## src/rtl/mc_control_fsm.sv

```systemverilog
// Multicycle RISC-V control unit: sequences fetch, decode, execute, memory and
// writeback steps and drives the datapath enables and mux selects.
module mc_control_fsm #(
  parameter int MEM_HANDSHAKE = 1,
  parameter int EN_ITYPE      = 1,
  parameter int EN_JAL        = 1
) (
  input  logic       clk,
  input  logic       rst_n,
  input  logic [6:0] op,
  input  logic       zero,
  input  logic       mem_ready,
  output logic       mem_req,
  output logic       pc_write,
  output logic       ir_write,
  output logic       reg_write,
  output logic       mem_write,
  output logic       adr_src,
  output logic [1:0] alu_src_a,
  output logic [1:0] alu_src_b,
  output logic [1:0] result_src,
  output logic [1:0] alu_op,
  output logic [1:0] imm_src,
  output logic       illegal,
  output logic [3:0] state
);

  typedef enum logic [3:0] {
    S_FETCH    = 4'd0,
    S_DECODE   = 4'd1,
    S_MEMADR   = 4'd2,
    S_MEMREAD  = 4'd3,
    S_MEMWB    = 4'd4,
    S_MEMWRITE = 4'd5,
    S_EXECR    = 4'd6,
    S_EXECI    = 4'd7,
    S_ALUWB    = 4'd8,
    S_BEQ      = 4'd9,
    S_JAL      = 4'd10,
    S_TRAP     = 4'd11
  } state_t;

  localparam logic [6:0] OP_LW   = 7'b0000011;
  localparam logic [6:0] OP_SW   = 7'b0100011;
  localparam logic [6:0] OP_R    = 7'b0110011;
  localparam logic [6:0] OP_I    = 7'b0010011;
  localparam logic [6:0] OP_BEQ  = 7'b1100011;
  localparam logic [6:0] OP_JAL  = 7'b1101111;

  state_t cur, nxt;
  logic   rdy;
  logic   mem_req_c, pc_write_c, ir_write_c, reg_write_c, mem_write_c, illegal_c;

  assign rdy = (MEM_HANDSHAKE != 0) ? mem_ready : 1'b1;

  always_ff @(posedge clk or negedge rst_n) begin
    if (!rst_n) cur <= S_FETCH;
    else        cur <= nxt;
  end

  always_comb begin
    nxt         = S_FETCH;
    mem_req_c   = 1'b0;
    pc_write_c  = 1'b0;
    ir_write_c  = 1'b0;
    reg_write_c = 1'b0;
    mem_write_c = 1'b0;
    illegal_c   = 1'b0;
    adr_src     = 1'b0;
    alu_src_a   = 2'b00;
    alu_src_b   = 2'b00;
    result_src  = 2'b00;
    alu_op      = 2'b00;
    case (cur)
      S_FETCH: begin
        mem_req_c  = 1'b1;
        alu_src_b  = 2'b10;
        result_src = 2'b10;
        ir_write_c = rdy;
        pc_write_c = rdy;
        nxt        = rdy ? S_DECODE : S_FETCH;
      end
      S_DECODE: begin
        alu_src_a = 2'b01;
        alu_src_b = 2'b01;
        case (op)
          OP_LW, OP_SW: nxt = S_MEMADR;
          OP_R:         nxt = S_EXECR;
          OP_I:         nxt = (EN_ITYPE != 0) ? S_EXECI : S_TRAP;
          OP_BEQ:       nxt = S_BEQ;
          OP_JAL:       nxt = (EN_JAL != 0) ? S_JAL : S_TRAP;
          default:      nxt = S_TRAP;
        endcase
      end
      S_MEMADR: begin
        alu_src_a = 2'b10;
        alu_src_b = 2'b01;
        nxt       = (op == OP_LW) ? S_MEMREAD : S_MEMWRITE;
      end
      S_MEMREAD: begin
        mem_req_c = 1'b1;
        adr_src   = 1'b1;
        nxt       = rdy ? S_MEMWB : S_MEMREAD;
      end
      S_MEMWB: begin
        result_src  = 2'b01;
        reg_write_c = 1'b1;
      end
      // mem_write stays asserted for the whole stall so the memory sees a stable request
      S_MEMWRITE: begin
        mem_req_c   = 1'b1;
        mem_write_c = 1'b1;
        adr_src     = 1'b1;
        nxt         = rdy ? S_FETCH : S_MEMWRITE;
      end
      S_EXECR: begin
        alu_src_a = 2'b10;
        alu_op    = 2'b10;
        nxt       = S_ALUWB;
      end
      S_EXECI: begin
        alu_src_a = 2'b10;
        alu_src_b = 2'b01;
        alu_op    = 2'b10;
        nxt       = S_ALUWB;
      end
      S_ALUWB: begin
        reg_write_c = 1'b1;
      end
      S_BEQ: begin
        alu_src_a  = 2'b10;
        alu_op     = 2'b01;
        pc_write_c = zero;
      end
      S_JAL: begin
        alu_src_a  = 2'b01;
        alu_src_b  = 2'b10;
        pc_write_c = 1'b1;
        nxt        = S_ALUWB;
      end
      S_TRAP: begin
        illegal_c = 1'b1;
      end
      default: nxt = S_FETCH;
    endcase
  end

  always_comb begin
    case (op)
      OP_SW:   imm_src = 2'b01;
      OP_BEQ:  imm_src = 2'b10;
      OP_JAL:  imm_src = 2'b11;
      default: imm_src = 2'b00;
    endcase
  end

  // Reset gates the write enables directly so nothing commits while rst_n is low
  assign mem_req   = mem_req_c   & rst_n;
  assign pc_write  = pc_write_c  & rst_n;
  assign ir_write  = ir_write_c  & rst_n;
  assign reg_write = reg_write_c & rst_n;
  assign mem_write = mem_write_c & rst_n;
  assign illegal   = illegal_c   & rst_n;
  assign state     = cur;

endmodule
```

## config.mk

```make
export PLATFORM = sky130hd
export DESIGN_NAME = mc_control_fsm
export DESIGN_NICKNAME = d
export VERILOG_FILES = /design/src/rtl/mc_control_fsm.sv
export SDC_FILE = /design/constraint.sdc
export NUM_CORES = 1
export LEC_CHECK = 0
export CAP_MARGIN = 15
export CELL_PAD_IN_SITES_DETAIL_PLACEMENT = 0
export CELL_PAD_IN_SITES_GLOBAL_PLACEMENT = 1
export CORE_ASPECT_RATIO = 1.4
export CORE_MARGIN = 1
export CORE_UTILIZATION = 22
export DETAILED_ROUTE_END_ITERATION = 10
export GPL_TIMING_DRIVEN = 0
export HOLD_SLACK_MARGIN = 0.08
export PLACE_DENSITY_LB_ADDON = 0.25
export REMOVE_ABC_BUFFERS = 1
export SYNTH_ARGS = -nofsm -noshare
export SYNTH_HDL_FRONTEND = slang
export SYNTH_SLANG_ARGS = --single-unit
```

## constraint.sdc

```tcl
create_clock -name clk -period 1.4 [get_ports clk]
set_input_delay 0.21 -clock clk [delete_from_list [all_inputs] [get_ports clk]]
set_output_delay 0.21 -clock clk [all_outputs]
set_load 0.01 [all_outputs]
```

==> run_results.csv <==
group,metric,value,unit
cells_and_area,synthToLayoutAreaGrowth,159,%
drt,drt-initial-drc-count,13,
global_route,grt_use_total,18.1,%
worst_setup_path,critPathSlowestCell,"dfrtp_2",
worst_setup_path,timing.critical_path.to_type,"primary output",
global_route,grt_residual_overflow,0,
global_route,antenna_found_initial,0,
cells_and_area,post_route_cells_drive_above_1_share,68.9,%
timing,headroom_to_the_max_slew_limit,61.8,%
placed_design,dp_hpwl,1200,µm
timing,clock.fmax,558,MHz
cts,worst_skew_pair.late_latency,0.24,ns
drt,vias_per_cell,5.09,
worst_setup_path,worst_ep_required_time,1.19,ns
drt,drt_pre_antenna_iters,4,
timing,final_period_minus_worst_setup_slack,1.79,ns
worst_setup_path,cp_data_arrival_time,1.58,ns
yosys,synth_cells,79,
worst_setup_path,highest_fanout_seen_on_the_critical_path,4,
yosys,synth.ff_latch_count,4,
drt,dr_total_vias,926,
cts,tritoncts,"yes",
timing,report.final.setup_viol,19,
cells_and_area,fin_util,61.4,%
power,total_leakage_power,0.711,nW
cts,clk_pin_slew,0.04,ns
cells_and_area,nets,161,
die,die-height,62.4,µm
worst_setup_path,critical_path.top_delay_family,"flip-flops",
timing,tightestPinTransition,0.559,ns
die,die_area,0.00282,mm²
cells_and_area,largest_register_ff_count,4,
worst_setup_path,maximum_single_stage_delay_on_the_critical_path,0.44,ns
power,p_per_area,1960,mW/mm²
yosys,asyncSetResetFlopFracSynth,100,%
yosys,synth_sequential_area_ratio,17.5,%
timing,drv_slew,0,
global_route,grt_pass1_wl,3860,µm
timing,post-route-worst-setup-slack,-0.393,ns
run_status,status,"complete, but fails checks",
timing,rsz0062_at_grt,"yes",
yosys,synth_enable_flop_cells,0,
yosys,synth_flop_cell,"dfrtp_1",
hold_path,hold_path_class,"in -> reg",
timing,fin_worst_skew,0.00641,ns
yosys,avgSynthCellArea,7.25,µm²
yosys,synth_area,573,µm²
cells_and_area,num_antenna_cells,0,
drt,detail-route-antenna-nets,0,
timing,final_hold_viols,0,
worst_setup_path,timing.critical_path.cells,"or3b_1 -> a21o_1 -> a211oi_2 -> buf_2",
yosys,yosys_warnings,0,
die,fp.dieW,45.1,µm
die,core,0.00242,mm²
placed_design,portBuffers,31,
drt,route.detailed.wl_per_inst,15.8,µm
global_route,first_global_vias,885,
worst_setup_path,worst-setup-path-type,"reg -> out",
drt,route.detailed.drc,0,
die,std_cell_rows,21,
die,initial_utilization,23.7,%
die,io_pins,32,
placed_design,gp_routability_congestion,0.783,
placed_design,post_place_cell_area,888,µm²
cts,cts.sink_count,4,
worst_setup_path,number_of_buffers_and_inverters_on_the_critical_path,1,
global_route,grt_max_degree,13,
yosys,synthDistinctLibCells,40,
drt,wirelength,2880,µm
worst_setup_path,crit_path_start_kind,"flip-flop",
cts,clock_tree.htree_level_count,1,
cts,clock_tree.root_cell,"clkbuf_4",
cts,cts_inserted_buffers,3,
cells_and_area,n_fill_cell,218,
cts,cts-root-to-sink-buffers,2,
cells_and_area,design_area,0.00149,mm²
power,vdd.ir_drop.worst,633,µV
run_status,violations,"negative setup slack",
job,max_capacitance_violation_total,0,
timing,period_share,128,%
## per-layer routing
layer / up-vias / routed length (µm) / global-route usage, %
met5: - / 0 / 0
li1: 438 / - / -
met1: 451 / 1020 / 17.3
met4: 0 / 40 / 7.95
met3: 4 / 113 / 1.73
met2: 33 / 1700 / 35.5
## path summary, 6_finish.rpt
check	from	to	slack [ns]	cells past startpoint
hold / removal	op[4]	state[1]	0.25	2
setup / recovery	state[1]	pc_write	-0.39	4
min in group asynchronous	rst_n	state[0]	0.59	2
setup reg to reg	state[1]	state[2]	-0.35	7
max in group asynchronous	rst_n	state[2]	0.63	2
hold reg to reg	state[0]	state[1]	0.84	3
## report_power, final
group / internal (mW) / switching [mW]
sequential: 0.174 / 0.0852
combinational: 1.40 / 1.10
clock: 0.0963 / 0.0531
## logic make-up (layout without fill, tap and decap cells)
kind of cell | count (synthesis) | after routing | synth area share [%]
DFF | 4 | 4 | 17.5
muxes | 1 | 1 | 1.75
AOI/OAI and AO/OA | 19 | 19 | 25.8
xor gates and xnor gates | 1 | 1 | 1.53
buffers and inverters | 11 | 80 | 9.17
and+or+nand+nor | 43 | 43 | 44.3
## Yosys cell counts, types with 2 or more instances
cell       n  area (µm²)
nand2b_1   5        31.3
o21ai_0    2        10.0
a211oi_1   2        15.0
nor4_1     2        12.5
and3_1     2        12.5
or3_1      2        12.5
nor3_1     6        30.0
clkbuf_1   3        11.3
nand2_1    6        22.5
nor2_1     6        22.5
nand3b_1   2        15.0
inv_1      4        15.0
a21oi_1    2        10.0
a2111oi_0  2        17.5
buf_2      3        15.0
nor2b_1    3        18.8
dfrtp_1    4         100
## final cells by class
type	count	area, µm²	share of cell area (%)
clock buffer	3	22.5	1.52
timing repair buffer	73	646	43.5
sequential	4	105	7.08
multi-input combinational	64	654	44.1
inverter	4	15.0	1.01
tap	34	42.5	2.86
## layout by cell type, fill, tap and decap left out, types with 2 or more instances in the layout
master	synthesis	routed
nor2b_4	0	2
nand3b_1	2	2
inv_1	4	3
dfrtp_2	0	4
nor3_1	6	2
nor2_4	0	2
dlygate4sd2_1	0	7
nor2_1	6	4
clkbuf_2	0	3
buf_4	0	17
nand2_2	0	2
buf_2	3	16
buf_6	1	23
nor3_2	0	3
clkbuf_4	0	3
o21ai_0	2	2
and3_1	2	2
nand2_1	6	3
nand2b_4	0	5
a211oi_2	1	2
nor4_4	0	2
## through the flow
step | total power [mW] | setup slack, ns | hold slack, ns | std cells | TNS, ns
final | 2.91 | -0.393 | 0.246 | 182 | -4.73
after global routing | 3.06 | -0.455 | 0.258 | 182 | -5.53
after CTS | 2.20 | -0.357 | 0.416 | 167 | -2.70
after detailed placement | 1.43 | -0.904 | 0.473 | 137 | -10.68
after global placement | 1.43 | -0.887 | 0.458 | 137 | -10.73
after floorplan | 0.881 | -0.317 | -0.0856 | 72 | -1.07
## what timing repair did
item	in CTS	in global routing
endpoints found under the setup margin	25	22
cloned	0	1
pin swaps	10	15
setup buffers	27	19
resized for setup	125	54
hold buffers	1	0
endpoints found under the hold margin	4	0
(Power assumes the default switching activity.)
